### src/rtl/ps2_key_scanner.sv
// PS/2 keyboard receiver with make/break tracking and a press counter,
// feeding hex nibbles and blank flags to downstream 7-segment decoders.
module ps2_key_scanner #(
    parameter int CNT_W   = 8,
    parameter int TIMEOUT = 5000
) (
    input  logic             clk,
    input  logic             rst_n,
    input  logic             ps2_clk,
    input  logic             ps2_data,
    output logic             key_valid,
    output logic             frame_err,
    output logic [7:0]       key_code,
    output logic             key_held,
    output logic [CNT_W-1:0] press_cnt,
    output logic [3:0]       dig_code_lo,
    output logic [3:0]       dig_code_hi,
    output logic [3:0]       dig_cnt_lo,
    output logic [3:0]       dig_cnt_hi,
    output logic             blank_code
);
    localparam int TO_W = $clog2(TIMEOUT + 1);

    typedef enum logic [1:0] {IDLE, DATA, PARITY, STOP} state_t;

    state_t          state, state_nx;
    logic [2:0]      clk_sync, dat_sync;
    logic            fall, bit_in;
    logic [2:0]      bit_cnt;
    logic [7:0]      shift;
    logic            par_bit;
    logic [TO_W-1:0] to_cnt;
    logic            timed_out;
    logic            frame_done, frame_ok;
    logic            break_pend;

    assign fall      = clk_sync[2] & ~clk_sync[1];
    assign bit_in    = dat_sync[2];
    // A fall on the same cycle clears the counter, so it always beats the timeout.
    assign timed_out = (state != IDLE) && !fall && (to_cnt == TO_W'(TIMEOUT));

    always_ff @(posedge clk or negedge rst_n) begin
        if (!rst_n) state <= IDLE;
        else        state <= state_nx;
    end

    always_comb begin
        state_nx   = state;
        frame_done = 1'b0;
        case (state)
            IDLE:    if (fall && !bit_in) state_nx = DATA;
            DATA:    if (fall && bit_cnt == 3'd7) state_nx = PARITY;
            PARITY:  if (fall) state_nx = STOP;
            STOP: begin
                if (fall) begin
                    frame_done = 1'b1;
                    state_nx   = IDLE;
                end
            end
            default: state_nx = IDLE;
        endcase
        if (timed_out) state_nx = IDLE;
        frame_ok = frame_done && (^{shift, par_bit}) && bit_in;
    end

    // Lines idle high, so the synchronisers start high to avoid a false fall.
    always_ff @(posedge clk or negedge rst_n) begin
        if (!rst_n) begin
            clk_sync <= 3'b111;
            dat_sync <= 3'b111;
        end else begin
            clk_sync <= {clk_sync[1:0], ps2_clk};
            dat_sync <= {dat_sync[1:0], ps2_data};
        end
    end

    always_ff @(posedge clk or negedge rst_n) begin
        if (!rst_n) begin
            to_cnt  <= '0;
            bit_cnt <= '0;
            shift   <= '0;
            par_bit <= 1'b0;
        end else begin
            if (state == IDLE || fall) to_cnt <= '0;
            else                       to_cnt <= to_cnt + TO_W'(1);

            if (state == IDLE)            bit_cnt <= '0;
            else if (state == DATA && fall) bit_cnt <= bit_cnt + 3'd1;

            if (timed_out)                           shift <= '0;
            else if (state == IDLE && fall && !bit_in) shift <= '0;
            else if (state == DATA && fall)            shift <= {bit_in, shift[7:1]};

            if (state == PARITY && fall) par_bit <= bit_in;
        end
    end

    always_ff @(posedge clk or negedge rst_n) begin
        if (!rst_n) begin
            key_valid  <= 1'b0;
            frame_err  <= 1'b0;
            key_code   <= '0;
            key_held   <= 1'b0;
            press_cnt  <= '0;
            break_pend <= 1'b0;
        end else begin
            key_valid <= frame_ok;
            frame_err <= frame_done && !frame_ok;
            if (frame_ok) begin
                if (shift == 8'hE0) begin
                    // Extended prefix carries no key identity on its own.
                end else if (shift == 8'hF0) begin
                    break_pend <= 1'b1;
                end else if (break_pend) begin
                    break_pend <= 1'b0;
                    if (key_held && shift == key_code) key_held <= 1'b0;
                end else if (!key_held || shift != key_code) begin
                    key_code  <= shift;
                    key_held  <= 1'b1;
                    press_cnt <= press_cnt + CNT_W'(1);
                end
            end
        end
    end

    assign dig_code_lo = key_held ? key_code[3:0] : 4'h0;
    assign dig_code_hi = key_held ? key_code[7:4] : 4'h0;
    assign dig_cnt_lo  = press_cnt[3:0];
    assign dig_cnt_hi  = press_cnt[7:4];
    assign blank_code  = ~key_held;

endmodule

### config.mk
export PLATFORM = sky130hd
export DESIGN_NAME = ps2_key_scanner
export DESIGN_NICKNAME = d
export VERILOG_FILES = /design/src/rtl/ps2_key_scanner.sv
export SDC_FILE = /design/constraint.sdc
export NUM_CORES = 1
export LEC_CHECK = 0
export ABC_CLOCK_PERIOD_IN_PS = 7300
export BUFFER_PORTS_ARGS = -buffer_cell sky130_fd_sc_hd__buf_2
export CAP_MARGIN = 5
export CORE_ASPECT_RATIO = 1.4
export CORE_MARGIN = 3
export CORE_UTILIZATION = 50
export DETAILED_ROUTE_END_ITERATION = 8
export MAX_ROUTING_LAYER = met4
export PLACE_DENSITY_LB_ADDON = 0.3
export SLEW_MARGIN = 10
export SYNTH_ARGS = -nofsm -noshare
export SYNTH_HDL_FRONTEND = slang
export SYNTH_SLANG_ARGS = --single-unit
### constraint.sdc
create_clock -name clk -period 7.3 [get_ports clk]
set_clock_uncertainty 0.15 [all_clocks]
set_input_delay 0.73 -clock clk [delete_from_list [all_inputs] [get_ports clk]]
set_output_delay 0.73 -clock clk [all_outputs]
set_load 0.05 [all_outputs]
# Yosys cells after proc, flatten, opt, wreduce, memory -nomap -nowiden
# Index checks and enable logic that the tools add are counted.
# op_classes
eq_ne	14
n_addsub	3
n_mux	20
n_reduce_logical	28
n_bitwise	6
# op_table
operator	n
$mux W8	3
$eq A8 B8 Y1 const B	2
$add A13 B1 Y13 const B	1
$eq A13 B13 Y1 const B	1
$mux W13	1
$logic_and A1 B1 Y1	12
$ne A3 B3 Y1 const B	4
$mux W2	5
$reduce_and A5 Y1	2
$reduce_xor A9 Y1	1
$add A8 B1 Y8 const B	1
$eq A8 B8 Y1	1
$mux W4	2
$ne A8 B8 Y1	1
$pmux W2 S4	1
$mux W1	6
$mux W3	2
$reduce_bool A2 Y1	3
$not A1 Y1	5
$eq A2 B2 Y1 const B	2
$logic_not A1 Y1	4
$reduce_and A4 Y1	1
$add A3 B1 Y3 const B	1
$eq A3 B3 Y1 const B	1
7 further kinds	8
# word_totals
elab_cells	84
in_bits	4
ff_bits	53
out_inout_bits	36

# Longest topological paths before layout
# Gate-level depths: netlist (run 1).
# depth
word_depth	8
ltp_mapped	8
depth_no_buf	8

# Worst setup path after synthesis (run 1)
# No wires, ideal clock.
# synth_timing
kind	reg-to-reg
startpoint	register shift[4]
endpoint	register key_code[0]
setup_time_ns	0.125
synth_period_minus_slack_ns	2.687
arrival_time_ns	2.413
path_slack_ns	4.613
n_path_buf	1
path_stages_with_launch	8
required_ns	7.025
path_cell_list	dfrtp_1 > buf_6 > xnor2_1 > xnor3_1 > mux2i_2 > a311oi_4 > nor4_4 > mux2_2
# synth_between
elab_chain_len	4
elab_cells_between_ends	10
cone_classes	eq/ne: 3; bitwise: 2; reduce/logical: 5
# synth_lines
element	line	rtl
from (decl)	30	logic [7:0] shift;
from (signal assigned)	92	else if (state == DATA && fall) shift <= {bit_in, shift[7:1]};
$reduce_xor A9 Y1	63	frame_ok = frame_done && (^{shift, par_bit}) && bit_in;
$logic_and A1 B1 Y1 (2 in series)	63	
$reduce_and A5 Y1 (no source line) *	-	
to (signal assigned)	118	key_code <= shift;
to (decl)	13	output logic [7:0] key_code,
# Every way passes the cells marked *; elsewhere a longest branch is shown, timed or not.
# A chain may end at the register's enable or synchronous reset.

# Worst setup path in the final report (run 1)
# layout_timing
startpoint	register shift[5]
endpoint	register key_code[2]
# The elaborated chain is that of the path after synthesis.

==> results of run 1 <==
==> worst max path at each step <==
stage               startpoint          end  slack, ns  depth (start not counted)
floorplan             shift[4]  key_code[0]       4.61                          7
global placement      shift[5]  key_code[1]       4.41                          6
detailed placement    shift[5]  key_code[1]       4.32                          6
CTS                   shift[5]  key_code[1]       4.28                          6
global route          shift[5]  key_code[3]       4.09                          6
finish                shift[5]  key_code[2]       4.31                          6
==> final cells by class <==
class                      instances  area, um2  area share
clock buffer                       5       68.8      0.0226
clock inverter                     3       22.5     0.00740
inverter                           9       33.8      0.0111
multi-input combinational        184       1290       0.424
sequential                        53       1330       0.439
tap                               66       82.6      0.0271
timing repair buffer              41        210      0.0691
==> cells in the final DEF (no fill, tap or decap), drive strengths merged, types with 2 or more instances in the layout <==
cell type	Yosys	layout
or2	2	2
ha	10	10
nand2b	3	3
inv	9	9
a22o	2	2
and2	12	12
a21oi	14	14
nand4	2	2
o21ai	8	8
clkinv	0	3
buf	13	41
nand4b	3	3
or3	6	6
clkbuf	5	5
mux2	10	10
and3	4	4
xnor3	2	2
xor2	12	12
dfrtp	47	47
dfstp	6	6
nand3	7	7
nand2	35	35
xnor2	18	18
nor4b	2	2
nor4	2	2
nor2	19	19
==> routing by layer <==
layer  GRT usage  routed length, um
met1       0.177               1920
met2       0.290               2540
met3      0.0323                202
met4      0.0488                 61
met5           -                  0
==> logic make-up (layout without fill, tap and decap cells) <==
| family | count (synthesis) | in the layout | synth area share |
|---|---|---|---|
| and+or+nand+nor | 103 | 103 | 0.194 |
| DFF | 53 | 53 | 0.482 |
| xor gates and xnor gates | 33 | 33 | 0.120 |
| AOI/OAI and AO/OA | 27 | 27 | 0.0610 |
| buffers and inverters | 27 | 58 | 0.0520 |
| muxes | 11 | 11 | 0.0457 |
| adders and majority gates | 10 | 10 | 0.0452 |
==> sequential cells by signal (all words and copies together), names as in the netlist <==
name and count:
key_code 8, dat_sync 3, bit_cnt 3, key_valid 1
state 2, clk_sync 3, break_pend 1, to_cnt 13
frame_err 1, key_held 1, par_bit 1, shift 8
press_cnt 8
==> stage by stage <==
stage	instance area (um2)	hold slack [ns]	power, uW
after floorplan	2770	0.195	725
after global placement	2950	0.196	790
after detailed placement	2950	0.197	803
after CTS	3040	0.212	970
after global routing	3040	0.216	1020
final	3040	0.210	956
==> power breakdown <==
| group | switching [uW] | internal (uW) | leakage (uW) |
|---|---|---|---|
| Sequential | 60.0 | 334 | 0.000708 |
| Clock | 96.6 | 68.2 | 0.0000481 |
| Combinational | 232 | 165 | 0.000762 |
| Total | 389 | 567 | 0.00152 |
==> out/qor.txt, run 1 <==
Status - complete, no violations
Critical-path top delay cell - nor4_4
Synth top area cells - dfrtp_1 42%, dfstp_2 5.7%, xnor2_1 5.7%
Post-synth top area cell - dfrtp_1
Routed wire per std cell - 13.1 um
Hold buffers post-CTS - 0
Yosys top cell area share - 0.425
Clk root buf - clkbuf_8
Slew @ Worst Pin - 0.664 ns
Syn Inst Count - 264
Die width - 68.9 um
FF+latch count, synth - 53
Post-CTS resize count - 0
DRC - 0
Final GP Congestion - 0.758
Synth warn - 0
Largest net degree at the start of global routing - 54
Post-CTS Setup Bufs - 0
Slowest stage delay, CP - 0.57 ns
Placed cell count - 353
Max Clk Rate - 335 MHz
Drt total wl - 4730 um
Worst skew pair latency - 0.31 ns
Min-delay src - clk_sync[0]
Crit path max-delay family - simple AND/OR/NAND/NOR gates
Most common cell in the synthesized netlist - dfrtp_1
Final hold violation count - 0
DR pass1 iterations - 4
Core occupancy in the finished layout - 0.577
Area growth, synth to finish - 9.90%
RSZ-0062 raised after global routing - no
Vias per cell - 5.23
Vias in the first global route - 1,820
Worst Path Buf+Inv - 0
Via Count - 1,888
Power Density - 314 nW/um2
Layout cell share with drive strength beyond 1 - 0.237
Critical R2R Launch - shift[5]
Total grt overflow - 0
Hpwl dp - 3450 um
Post-synthesis net count - 278
Hold Path Class - register to register
Core area - 5280 um2
Pins Over Slew Limit - 0
Antenna Nets Post-Route - 0
WS Path Type - register to register
Final Cycle Share - 0.409
Peak supply drop - 0.000144 V
Number of diodes - 0
# rows - 31
Clock buffer depth - 2
Post-synth EDFFs - 0
Sum Neg Setup Slack - 0 ns
Worst EP required - 7.35 ns
Crit Path Max Fanout - 10
GRT Total Usage - 0.163
Die Area - 6480 um2
Non-filler cells, final - 361
Ys flop type - dfrtp_1
Ports - 40
Initial drt markers - 117
Total CTS buffers - 5
Starting Density - 0.525
Max-cap viol count - 0
Avg Cell Area, Syn - 10.5 um2
Synth Cell Area - 2770 um2
Crit path cell chain - xor3_1 -> xnor3_1 -> nor3b_1 -> a311oi_4 -> nor4_4 -> mux2_2
# fillers - 481
Async set-reset flop share out of synthesis - 1.00
Final setup vio count - 0
Antenna violations before repair - 0
Die height - 94.0 um
First-pass GRT wire length - 7880 um
RR Endpoint - key_code[2]
Pleak - 0.00152 uW
Tmin final - 2.99 ns
Clk sinks - 53
Slew HR - 0.557
Yosys cell types - 39
Synth top cells by count - 47 x dfrtp_1, 35 x nand2_1, 19 x nor2_1
Reg2reg path depth - 6
CP Launch Type - register
Seq/Total Area, Yosys - 0.482
WP data arrival - 3.04 ns
H-Tree Level Count - 2
Hold depth - 0
CP Capture Type - register
Nets - 308
CTS tree - done
I/O Buffers - 39
Clock slew at reported path FFs - 0.09 ns
Hold Path Sink - clk_sync[1]
Pre-CTS WS - 4.32 ns
Fin worst setup slack - 4.31 ns
Flop2flop setup slack - 4.31 ns
Note: power is estimated with default switching activity, not from simulation.
==> inputs of run 2 (changes only) <==
Settings changed: ABC_CLOCK_PERIOD_IN_PS 7300 to 3000.
Clock period 7.3 ns to 3 ns, I/O delays scaled along.
==> run 2 against run 1 <==
Final area rose by 1.6%. Utilization rose by 0.90 points. First-iteration DRC count down 17%. Critical path type unchanged. Sequential power grew 140%. Power increased by 150%. Critical path depth up 1. Register-to-register slack got worse by 4.0 ns.
==> out/qor.txt, run 2 (same netlist as run 1, synthesis figures left out) <==
Critical-path top delay cell - dfrtp_1 (was nor4_4)
Core area - 5280 um2 (unchanged)
DRC - 0 (unchanged)
Final GP Congestion - 0.812 (was 0.758)
Max-cap viol count - 0 (unchanged)
Total design power - 2350 uW (was 956 uW)
Final Cycle Share - 0.907 (was 0.409)
Hold Path Sink - dat_sync[2] (was clk_sync[1])
Area growth, synth to finish - 11.6% (was 9.90%)
Starting Density - 0.525 (unchanged)
Slowest stage delay, CP - 0.46 ns (was 0.57 ns)
Total CTS buffers - 5 (unchanged)
Crit Path Max Fanout - 9 (was 10)
Antenna Nets Post-Route - 0 (unchanged)
Die width - 68.9 um (unchanged)
Drt total wl - 4830 um (was 4730 um)
WS Path Type - register to register (unchanged)
Hold depth - 0 (unchanged)
Nets - 314 (was 308)
Clock buffer depth - 2 (unchanged)
GRT Total Usage - 0.171 (was 0.163)
Min-delay src - dat_sync[1] (was clk_sync[0])
Power Density - 760 nW/um2 (was 314 nW/um2)
Sum Neg Setup Slack - 0 ns (unchanged)
Max FFs per register - 13 (unchanged)
Slew HR - 0.683 (was 0.557)
Peak supply drop - 0.000405 V (was 0.000144 V)
Die height - 94.0 um (unchanged)
Vias per cell - 5.19 (was 5.23)
Max Clk Rate - 368 MHz (was 335 MHz)
Total grt overflow - 0 (unchanged)
H-Tree Level Count - 2 (unchanged)
DR pass1 iterations - 4 (unchanged)
First-pass GRT wire length - 8140 um (was 7880 um)
CP Capture Type - register (unchanged)
Status - complete, no violations (unchanged)
Worst EP required - 3.04 ns (was 7.35 ns)
Hold Path Class - register to register (unchanged)
Most flops, register - to_cnt (unchanged)
Routed wire per std cell - 13.2 um (was 13.1 um)
Ports - 40 (unchanged)
Pleak - 0.00154 uW (was 0.00152 uW)
Largest net degree at the start of global routing - 33 (was 54)
CTS tree - done (unchanged)
Reg2reg path depth - 7 (was 6)
Critical R2R Launch - shift[4] (was shift[5])
Number of diodes - 0 (unchanged)
Final hold violation count - 0 (unchanged)
WP data arrival - 2.76 ns (was 3.04 ns)
Clk sinks - 53 (unchanged)
I/O Buffers - 39 (unchanged)
Clk root buf - clkbuf_8 (unchanged)
Crit path max-delay family - XOR/XNOR gates (was simple AND/OR/NAND/NOR gates)
Clock slew at reported path FFs - 0.09 ns (about the same)
Worst Path Buf+Inv - 1 (was 0)
Slew @ Worst Pin - 0.476 ns (was 0.664 ns)
CP Launch Type - register (unchanged)
Most frequent cells in the layout - 47 x dfrtp_1, 39 x buf_2, 35 x nand2_1 (unchanged)
Antenna violations before repair - 0 (unchanged)
Via Count - 1,904 (was 1,888)
Flop2flop setup slack - 0.28 ns (was 4.31 ns)
Pins Over Slew Limit - 0 (unchanged)
Tmin final - 2.72 ns (was 2.99 ns)
Layout cell share with drive strength beyond 1 - 0.243 (was 0.237)
Crit path cell chain - xnor2_1 -> xnor3_1 -> mux2i_2 -> a311oi_4 -> buf_4 -> nand2b_1 -> mux2_2 (was xor3_1 -> xnor3_1 -> nor3b_1 -> a311oi_4 -> nor4_4 -> mux2_2)
Hold slack - 0.211 ns (was 0.210 ns)
Hpwl dp - 3570 um (was 3450 um)
Die Area - 6480 um2 (unchanged)
Worst skew pair latency - 0.31 ns (about the same)
RR Endpoint - key_code[4] (was key_code[2])
# rows - 31 (unchanged)
Vias in the first global route - 1,823 (was 1,820)
Most common cell after layout, fill and taps aside - dfrtp_1 (unchanged)
RSZ-0062 raised after global routing - no (unchanged)
Final setup vio count - 0 (unchanged)
Initial drt markers - 97 (was 117)
## run 2: changes by cell type in the layout (fill, tap and decap cells not counted), sizes merged
cell | before | now
buf | 41 | 44
dlygate4sd3 | 0 | 3
clkinv | 3 | 2
clkinvlp | 0 | 1
## run 2: how the worst max path moves through the flow
stage              from     endpoint  slack (ns)  cells past startpoint
2_1_floorplan  shift[4]  key_code[0]        0.31                      7
3_3_place_gp   shift[4]  key_code[4]        0.36                      7
3_5_place_dp   shift[4]  key_code[4]        0.28                      7
4_1_cts        shift[4]  key_code[4]        0.27                      7
5_1_grt        shift[5]  key_code[5]        0.11                      7
6_report       shift[4]  key_code[4]        0.28                      7
## run 2: layer usage
| layer | global-route usage | share of wire | wire length, um |
|---|---|---|---|
| met3 | 0.0335 | 0.044 | 213 |
| met1 | 0.187 | 0.41 | 1970 |
| met2 | 0.305 | 0.54 | 2600 |
| met4 | 0.0488 | 0.0099 | 48 |
| met5 | - | 0 | 0 |
## run 2: repair_timing
action	CTS	global route
endpoints found under the setup margin	0	0
resized for setup	0	0
hold buffers	3	0
endpoints found under the hold margin	23	0
buffers inserted	0	0
## run 2: layout make-up
| type | instances | area [um2] |
|---|---|---|
| clock buffer | 5 | 68.8 |
| inverter | 9 | 33.8 |
| fill | 491 | 2190 |
| clock inverter | 3 | 17.5 |
| sequential | 53 | 1330 |
| tap | 66 | 82.6 |
| timing repair buffer | 47 | 263 |
| multi-input combinational | 184 | 1290 |
## run 2: report_power, final
part | leakage [uW] | internal, uW | switching [uW]
clock | 0.0000439 | 162 | 231
sequential | 0.000708 | 813 | 143
combinational | 0.000789 | 431 | 567
total | 0.00154 | 1410 | 941
## run 2: through the flow
stage                      util  worst slack (ns)  instance area [um2]  std cells
after floorplan               -             0.313                 2770        264
after global placement    0.564             0.357                 2970        356
after detailed placement  0.564             0.282                 2970        356
after CTS                 0.586             0.267                 3090        367
after global routing      0.586             0.107                 3090        367
final                     0.586             0.279                 3090        367
